<file path="config.mk">
export PLATFORM = sky130hd
export DESIGN_NAME = prm_obstacle_accum
export DESIGN_NICKNAME = d
export VERILOG_FILES = /design/src/rtl/prm_obstacle_accum.sv
export SDC_FILE = /design/constraint.sdc
export NUM_CORES = 2
export LEC_CHECK = 0
export BUFFER_PORTS_ARGS = -buffer_cell sky130_fd_sc_hd__buf_2
export CAP_MARGIN = 5
export CORE_AREA = 2 2 416 418
export DETAILED_ROUTE_END_ITERATION = 10
export DIE_AREA = 0 0 418 420
export GPL_TIMING_DRIVEN = 0
export SYNTH_ARGS = -nofsm -noshare
export SYNTH_HDL_FRONTEND = slang
export SYNTH_SLANG_ARGS = --single-unit
</file>
<file path="constraint.sdc">
create_clock -name clk -period 40.4 [get_ports clk]
set_input_delay 8.08 -clock clk [delete_from_list [all_inputs] [get_ports clk]]
set_output_delay 8.08 -clock clk [all_outputs]
set_load 0.01 [all_outputs]
</file>
<file path="src/rtl/prm_obstacle_accum.sv">
// Streams obstacle codes into the shared checker bank and OR-accumulates the bank's
// edge masks into one blocked-edge vector per frame. Define PRM_ACC_COUNT_EN to build the frame-length counter.
module prm_obstacle_accum #(
    parameter int unsigned NUM_EDGES = 512,
    parameter int unsigned CNT_W     = 16
) (
    input  logic                 clk,
    input  logic                 rst,
    input  logic                 in_valid,
    output logic                 in_ready,
    input  logic [14:0]          in_code,
    input  logic                 in_last,
    output logic [14:0]          chk_code,
    input  logic [NUM_EDGES-1:0] chk_mask,
    output logic                 out_valid,
    input  logic                 out_ready,
    output logic [NUM_EDGES-1:0] out_mask,
    output logic [CNT_W-1:0]     out_count,
    output logic                 busy
);

    typedef enum logic [1:0] {ACCUM, DRAIN, DONE} state_t;

    state_t               state, state_nx;
    logic                 s1_vld, s1_vld_nx;
    logic                 s1_last, s1_last_nx;
    logic [14:0]          code_nx;
    logic [NUM_EDGES-1:0] acc, acc_nx;
    logic [NUM_EDGES-1:0] out_mask_nx;
    logic                 out_valid_nx;
    logic                 in_ready_nx;
    logic                 busy_nx;
    logic                 accept;

`ifdef PRM_ACC_COUNT_EN
    logic [CNT_W-1:0]     count, count_nx, count_inc;
    logic [CNT_W-1:0]     out_count_nx;

    assign count_inc = (count == {CNT_W{1'b1}}) ? count : count + CNT_W'(1);
`else
    logic                 frame_open, frame_open_nx;

    assign out_count = '0;
`endif

    assign accept = in_valid & in_ready & (state == ACCUM);

    // Next-state and datapath control; all outputs are registered from these values.
    always_comb begin
        state_nx     = state;
        s1_vld_nx    = 1'b0;
        s1_last_nx   = s1_last;
        code_nx      = chk_code;
        acc_nx       = acc;
        out_mask_nx  = out_mask;
        out_valid_nx = out_valid;
`ifdef PRM_ACC_COUNT_EN
        count_nx     = count;
        out_count_nx = out_count;
`else
        frame_open_nx = frame_open;
`endif

        // Stage 2: fold in the bank result for the code held in stage 1.
        if (s1_vld) begin
            acc_nx = acc | chk_mask;
`ifdef PRM_ACC_COUNT_EN
            count_nx = count_inc;
`endif
        end

        case (state)
            ACCUM: begin
                if (accept) begin
                    code_nx    = in_code;
                    s1_vld_nx  = 1'b1;
                    s1_last_nx = in_last;
`ifndef PRM_ACC_COUNT_EN
                    frame_open_nx = 1'b1;
`endif
                    if (in_last) begin
                        state_nx = DRAIN;
                    end
                end
            end
            DRAIN: begin
                if (s1_vld && s1_last) begin
                    state_nx     = DONE;
                    out_mask_nx  = acc | chk_mask;
                    out_valid_nx = 1'b1;
`ifdef PRM_ACC_COUNT_EN
                    out_count_nx = count_inc;
`endif
                end else begin
                    state_nx = ACCUM;
                end
                s1_last_nx = 1'b0;
            end
            DONE: begin
                if (out_valid && out_ready) begin
                    state_nx     = ACCUM;
                    acc_nx       = '0;
                    out_valid_nx = 1'b0;
`ifdef PRM_ACC_COUNT_EN
                    count_nx     = '0;
`else
                    frame_open_nx = 1'b0;
`endif
                end
            end
            default: state_nx = ACCUM;
        endcase

        // Ready only when settled in ACCUM, which leaves a one-cycle gap after each handoff.
        in_ready_nx = (state == ACCUM) && (state_nx == ACCUM);

`ifdef PRM_ACC_COUNT_EN
        busy_nx = s1_vld_nx | (count_nx != '0) | out_valid_nx;
`else
        busy_nx = s1_vld_nx | frame_open_nx | out_valid_nx;
`endif
    end

    always_ff @(posedge clk or posedge rst) begin
        if (rst) begin
            state     <= ACCUM;
            s1_vld    <= 1'b0;
            s1_last   <= 1'b0;
            chk_code  <= '0;
            acc       <= '0;
            out_mask  <= '0;
            out_valid <= 1'b0;
            in_ready  <= 1'b0;
            busy      <= 1'b0;
        end else begin
            state     <= state_nx;
            s1_vld    <= s1_vld_nx;
            s1_last   <= s1_last_nx;
            chk_code  <= code_nx;
            acc       <= acc_nx;
            out_mask  <= out_mask_nx;
            out_valid <= out_valid_nx;
            in_ready  <= in_ready_nx;
            busy      <= busy_nx;
        end
    end

`ifdef PRM_ACC_COUNT_EN
    always_ff @(posedge clk or posedge rst) begin
        if (rst) begin
            count     <= '0;
            out_count <= '0;
        end else begin
            count     <= count_nx;
            out_count <= out_count_nx;
        end
    end
`else
    always_ff @(posedge clk or posedge rst) begin
        if (rst) begin
            frame_open <= 1'b0;
        end else begin
            frame_open <= frame_open_nx;
        end
    end
`endif

endmodule
</file>
---- Yosys cells after proc, flatten, opt, wreduce, memory -nomap -nowiden ----
Cells that the tools add are included.
word-level totals
  flip-flop bits (word level) ............. 1,047
  bits of input ports ..................... 532
  output and inout bits ................... 546
  logic and storage cells ................. 45
cells by class
  equality and inequality tests ........... 3
  muxes and demuxes ....................... 18
  bitwise gates (word level) .............. 5
  reduce and logical (&&, ||, !) cells .... 9
operators with widths
  cell                                                  count
  two-way mux 512 bit                                   3
  OR 512 bit                                            1
  two-way mux 2 bit                                     4
  two-way mux 1 bit                                     7
  case mux 1 bit (2 select lines)                       3
  case mux 2 bit (3 select lines)                       1
  AND reduction 2 bit                                   3
  zero test 2 bit                                       2
  logical AND 1 bit                                     3
  bitwise AND 1 bit                                     2
  equality test 2 x 1 -> 1 bit (second input constant)  1
  equality test 2 bit (second input constant)           1
  != test 2 bit (second input constant)                 1
  OR 1 bit                                              2
  nonzero test 2 bit                                    1

---- Logic depth before layout (Yosys ltp) ----
  depth in word-level cells ............... 6
  depth in mapped cells ................... 8
  depth with buffers taken out ............ 6

---- Worst setup path before layout ----
Ideal clock, no wire load.
  kind .................................... input to register
  from .................................... in out_ready
  to ...................................... reg acc[431]
  arrival ................................. 8,750 ps
  data required time ...................... 40,279 ps
  setup slack ............................. 31,529 ps
  stages on the path ...................... 5
  cells stage by stage .................... and3_1 -> buf_2 -> buf_2 -> buf_2 -> nor2_1
between the ends
  word-level cells in the longest chain between the ends .. 3
RTL lines
  what                  line  RTL
  start, declared       16    input logic out_ready,
  logical AND 1 bit     100   if (out_valid && out_ready) begin
  two-way mux 512 bit   100
  two-way mux 512 bit   72    case (state)
  via acc_nx[431]       28    logic [NUM_EDGES-1:0] acc, acc_nx;
  end signal, assigned  140   acc <= acc_nx;
  end, declared         28
The timed path passes the listed nets, and every way through them passes these cells.
A chain may end at the register's enable or synchronous reset.

==> impl.org <==
** Clock network
- Number of hold buffers added after CTS :: 0
- H-Tree Depth :: 3
- The tree is rooted in a clkbuf_16.
- After clock tree synthesis, the clock-pin slew on the worst setup and hold paths is 0.06 ns.
- Clock latency on the worst-skew pair, taken at its later pin, is 0.77 ns.
- TritonCTS built the clock tree.
- In this run the deepest clock path goes through 3 buffers.
- CTS sink cnt :: 1047
- The number of gates resized after CTS was 0.
- Inserted Clock Buffers :: 115
- Post-CTS timing repair inserted 0 buffers for setup.

** Yosys
- Of the total synthesized cell area, the portion taken by AND, OR, NAND and NOR gates is 0.155.
- Post-synthesis adder-cell area fraction :: 0.00129
- Mapped Cells :: 3931
- The portion of synthesized area spent on multiplexers is 0.
- Counting distinct cell types in the post-synthesis netlist gives 27.
- In this run the cell area of the synthesized design comes to 38700 µm².
- Synth Register Bits :: 1047
- By area, the combinational part of the netlist is dominated by simple AND/OR/NAND/NOR gates.
- Sequential element share of the synthesized area :: 0.677
- The fraction of the mapped netlist area in compound gates came to 0.134.
- For this run, the number of Yosys warnings is 0.
- Synthesized-area fraction occupied by xor and xnor cells :: 0
- In this run the mean area of a mapped cell was 9.84 µm².

** Floorplan
- Die boundary width :: 418 µm
- Number of core rows :: 152
- Die Y :: 420 µm
- Area of the die :: 176000 µm²
- Top-level I/O count :: 1078
- For this configuration, the core starts out at a cell density of 0.226.
- The core region is 171000 µm².

** Worst hold path
- In this run the most critical hold path is launched from out_mask[457].
- Worst hold path class :: register to register
- The worst hold path was traced through 2 stages.

** STA
- Unrepaired setup endpoints after global routing :: false
- Subtracting the final worst setup slack from the clock period gives 9.94 ns.
- Maximum clock frequency :: 101 MHz
- Number of max-slew violations in the final report :: 0
- The number of hold violations in the final report came to 0.
- Setup slack of the critical path after layout :: 30.46 ns
- Clock skew after layout :: 0.0499 ns
- Setup violations remaining at the end of the flow were counted as 0.
- Max-slew headroom :: 0.436
- Dividing the final minimum period by the clock period gives 0.246.
- For the pin with the worst max-slew slack, the measured transition is 0.846 ns.

** Critical path
- Endpoint of the lowest-slack register-to-register path :: out_mask[220]
- Of all nets on the critical path, the largest fanout is 119.
- In this design, the largest share of critical-path delay is due to buffers and inverters.
- Slowest CP cell :: buf_16
- On the worst path, the slowest cell contributes a delay of 0.48 ns.
- In this run the worst setup path begins at rst.
- The critical path goes through buf_2 > inv_8 > buf_16 > buf_16 > buf_16 > buf_16.
- R2r startpoint :: state[0]
- Buffers plus inverters on the worst setup path :: 6
- The most numerous cell type found on the critical path is buf_16.
- Following the worst setup path forward leads to its endpoint at acc[115].
- Worst-case reg-to-reg path depth :: 6
- Critical Path Start Type :: input pin
- Count of cell instances traversed by the critical path :: 6
- Crit Path Class :: input pin to asynchronous set/reset pin
- Slack of the worst reg-to-reg path :: 37.75 ns
- Worst setup EP type :: asynchronous set/reset pin
- At the worst endpoint, the required time is 41.24 ns.
- Arrival time of data at the critical path endpoint :: 10.77 ns

** Final layout
- Leading cell type in the layout, fill and taps excluded :: buf_2
- Area of the multi-input gates :: 11300 µm²
- Net count reported at finish :: 5669
- Number of fillers in the final layout :: 18000
- Commonest cells after routing, fill and taps aside :: buf_2, nand2_1, dfrtp_1
- For this run, the number of standard cells in the final layout without fillers is 7505.
- From synthesis to final layout, the design area changed by 32.2%.
- In the final layout, the share of cells above drive strength 1 is 0.267.
- In the final layout, flip-flops and latches occupy 26200 µm².

** Run
- Across the run, the number of max-cap violations was 0.

** Drt
- Dividing the detail-routed via count by the number of cells gives 4.37.
- In this run the remaining antenna-violating nets after routing total 0.
- Number of search-and-repair iterations in the first detailed-routing pass :: 6
- After detailed routing, the total wire length is 157000 µm.
- After detailed routing, the number of remaining DRC violations is 0.
- For this block, the initial DRC count from the detailed router was 2481.
- Routed wirelength normalized by instance count :: 20.9 µm
- Detailed-route via count :: 32800

** Placement
- Placed cells :: 7249
- In this run the tool buffered the top-level ports with 1061 buffer cells.
- Final Wtd Congestion :: 0.939
- After legalization and detailed placement, the total HPWL measured 123000 µm.
- Prior to clock tree synthesis, the placed netlist has a worst setup slack of 29.59 ns.

** GRT
- Grt ovf :: 0
- The number of antenna violations at the first check in global routing was 74.
- Maximum number of pins on one net before global-route repair :: 128
- Global-route wire length before repair :: 220000 µm
- For this run, the total global-route usage over all layers was measured as 0.172.
- Vias in the first global route :: 31800

** Power
- Cell-internal power :: 2.36 mW
- Psw :: 1.34 mW
- Leakage dissipation :: 23.5 nW
- Of the total power, registers draw 0.427.
- The share of total power dissipated in the clock network is 0.295.
- Gate power share :: 0.278
- IR analysis of the VDD net gives a maximum drop of 0.0434 mV.
- P per Cell Area :: 72.2 nW/µm²
- Switch share :: 0.362

** Status
- Status :: complete, no violations
==> worst reg2reg max path, delay by kind of cell, from the launching register on <==
kind | cells | cell delay, ns
and+or+nand+nor | 3 | 0.64
buffers and inverters | 2 | 1.24
DFF | 1 | 0.43
adders and majority gates | 1 | 0.27
==> sequential cells by signal, indices dropped and copies added, names as in the netlist <==
signal / cells
busy: 1
s1_last: 1
state: 2
chk_code: 15
frame_open: 1
out_valid: 1
acc: 512
out_mask: 512
in_ready: 1
s1_vld: 1
==> how the worst min path moves through the flow <==
stage,end
final,out_mask[457]
after global routing,out_mask[4]
after CTS,out_mask[457]
after detailed placement,out_mask[136]
after global placement,out_mask[393]
after floorplan,out_mask[511]
==> cells by family after synthesis <==
group | count (synthesis)
adder cells (fa/ha/maj) | 4
AND/OR/NAND/NOR | 1593
buffers and inverters | 250
AO/OA/AOI/OAI | 1036
other | 1
flip-flops | 1047
==> layer usage <==
metal / global-route usage / share of wire
met1: 0.209 / 0.40
met2: 0.282 / 0.49
met3: 0.0520 / 0.078
met4: 0.0724 / 0.034
met5: 0 / 0.0010
==> synthesized netlist by cell type, drive strengths merged <==
master,number,area share
nand2,1071,0.10
dfrtp,1047,0.68
o21ai,515,0.067
a21oi,514,0.066
nor2,514,0.050
buf,155,0.023
clkbuf,90,0.0087
ha,4,0.0013
inv,4,0.00039
nand3,4,0.00078
and3,3,0.00049
a211oi,1,0.00019
a21boi,1,0.00019
a21o,1,0.00019
a31oi,1,0.00016
clkinv,1,0.000097
conb,1,0.000097
nand2b,1,0.00016
o211ai,1,0.00019
o221a,1,0.00029
o22ai,1,0.00016
==> area by class of cell <==
type	count	share of cell area
multi-input combinational	2649	0.221
clock inverter	37	0.0102
clock buffer	171	0.0666
inverter	5	0.000514
timing repair buffer	1070	0.109
antenna	48	0.00235
tap	2233	0.0546
buffer	245	0.0237
sequential	1047	0.512
==> stage by stage <==
step | power [mW] | instance area [µm²] | hold WS, ns | setup TNS (ns) | util
after floorplan | 2.02 | 38800 | 0.456 | 0 | -
after global placement | 2.62 | 46900 | 0.445 | -9125.84 | 0.274
after detailed placement | 2.63 | 47100 | 0.450 | 0 | 0.276
after CTS | 3.73 | 51000 | 0.463 | 0 | 0.299
after global routing | 3.91 | 51100 | 0.478 | 0 | 0.299
final | 3.69 | 51200 | 0.457 | 0 | 0.299
==> power by group through the flow <==
stage | Sequential, mW | Clock (mW) | Combinational, mW
CTS | 1.58 | 1.11 | 1.04
finish | 1.58 | 1.09 | 1.03
global placement | 1.59 | 0 | 1.03
detailed placement | 1.59 | 0 | 1.04
global route | 1.62 | 1.16 | 1.13
floorplan | 1.69 | 0 | 0.325
Note: power is estimated with default switching activity, not from simulation.
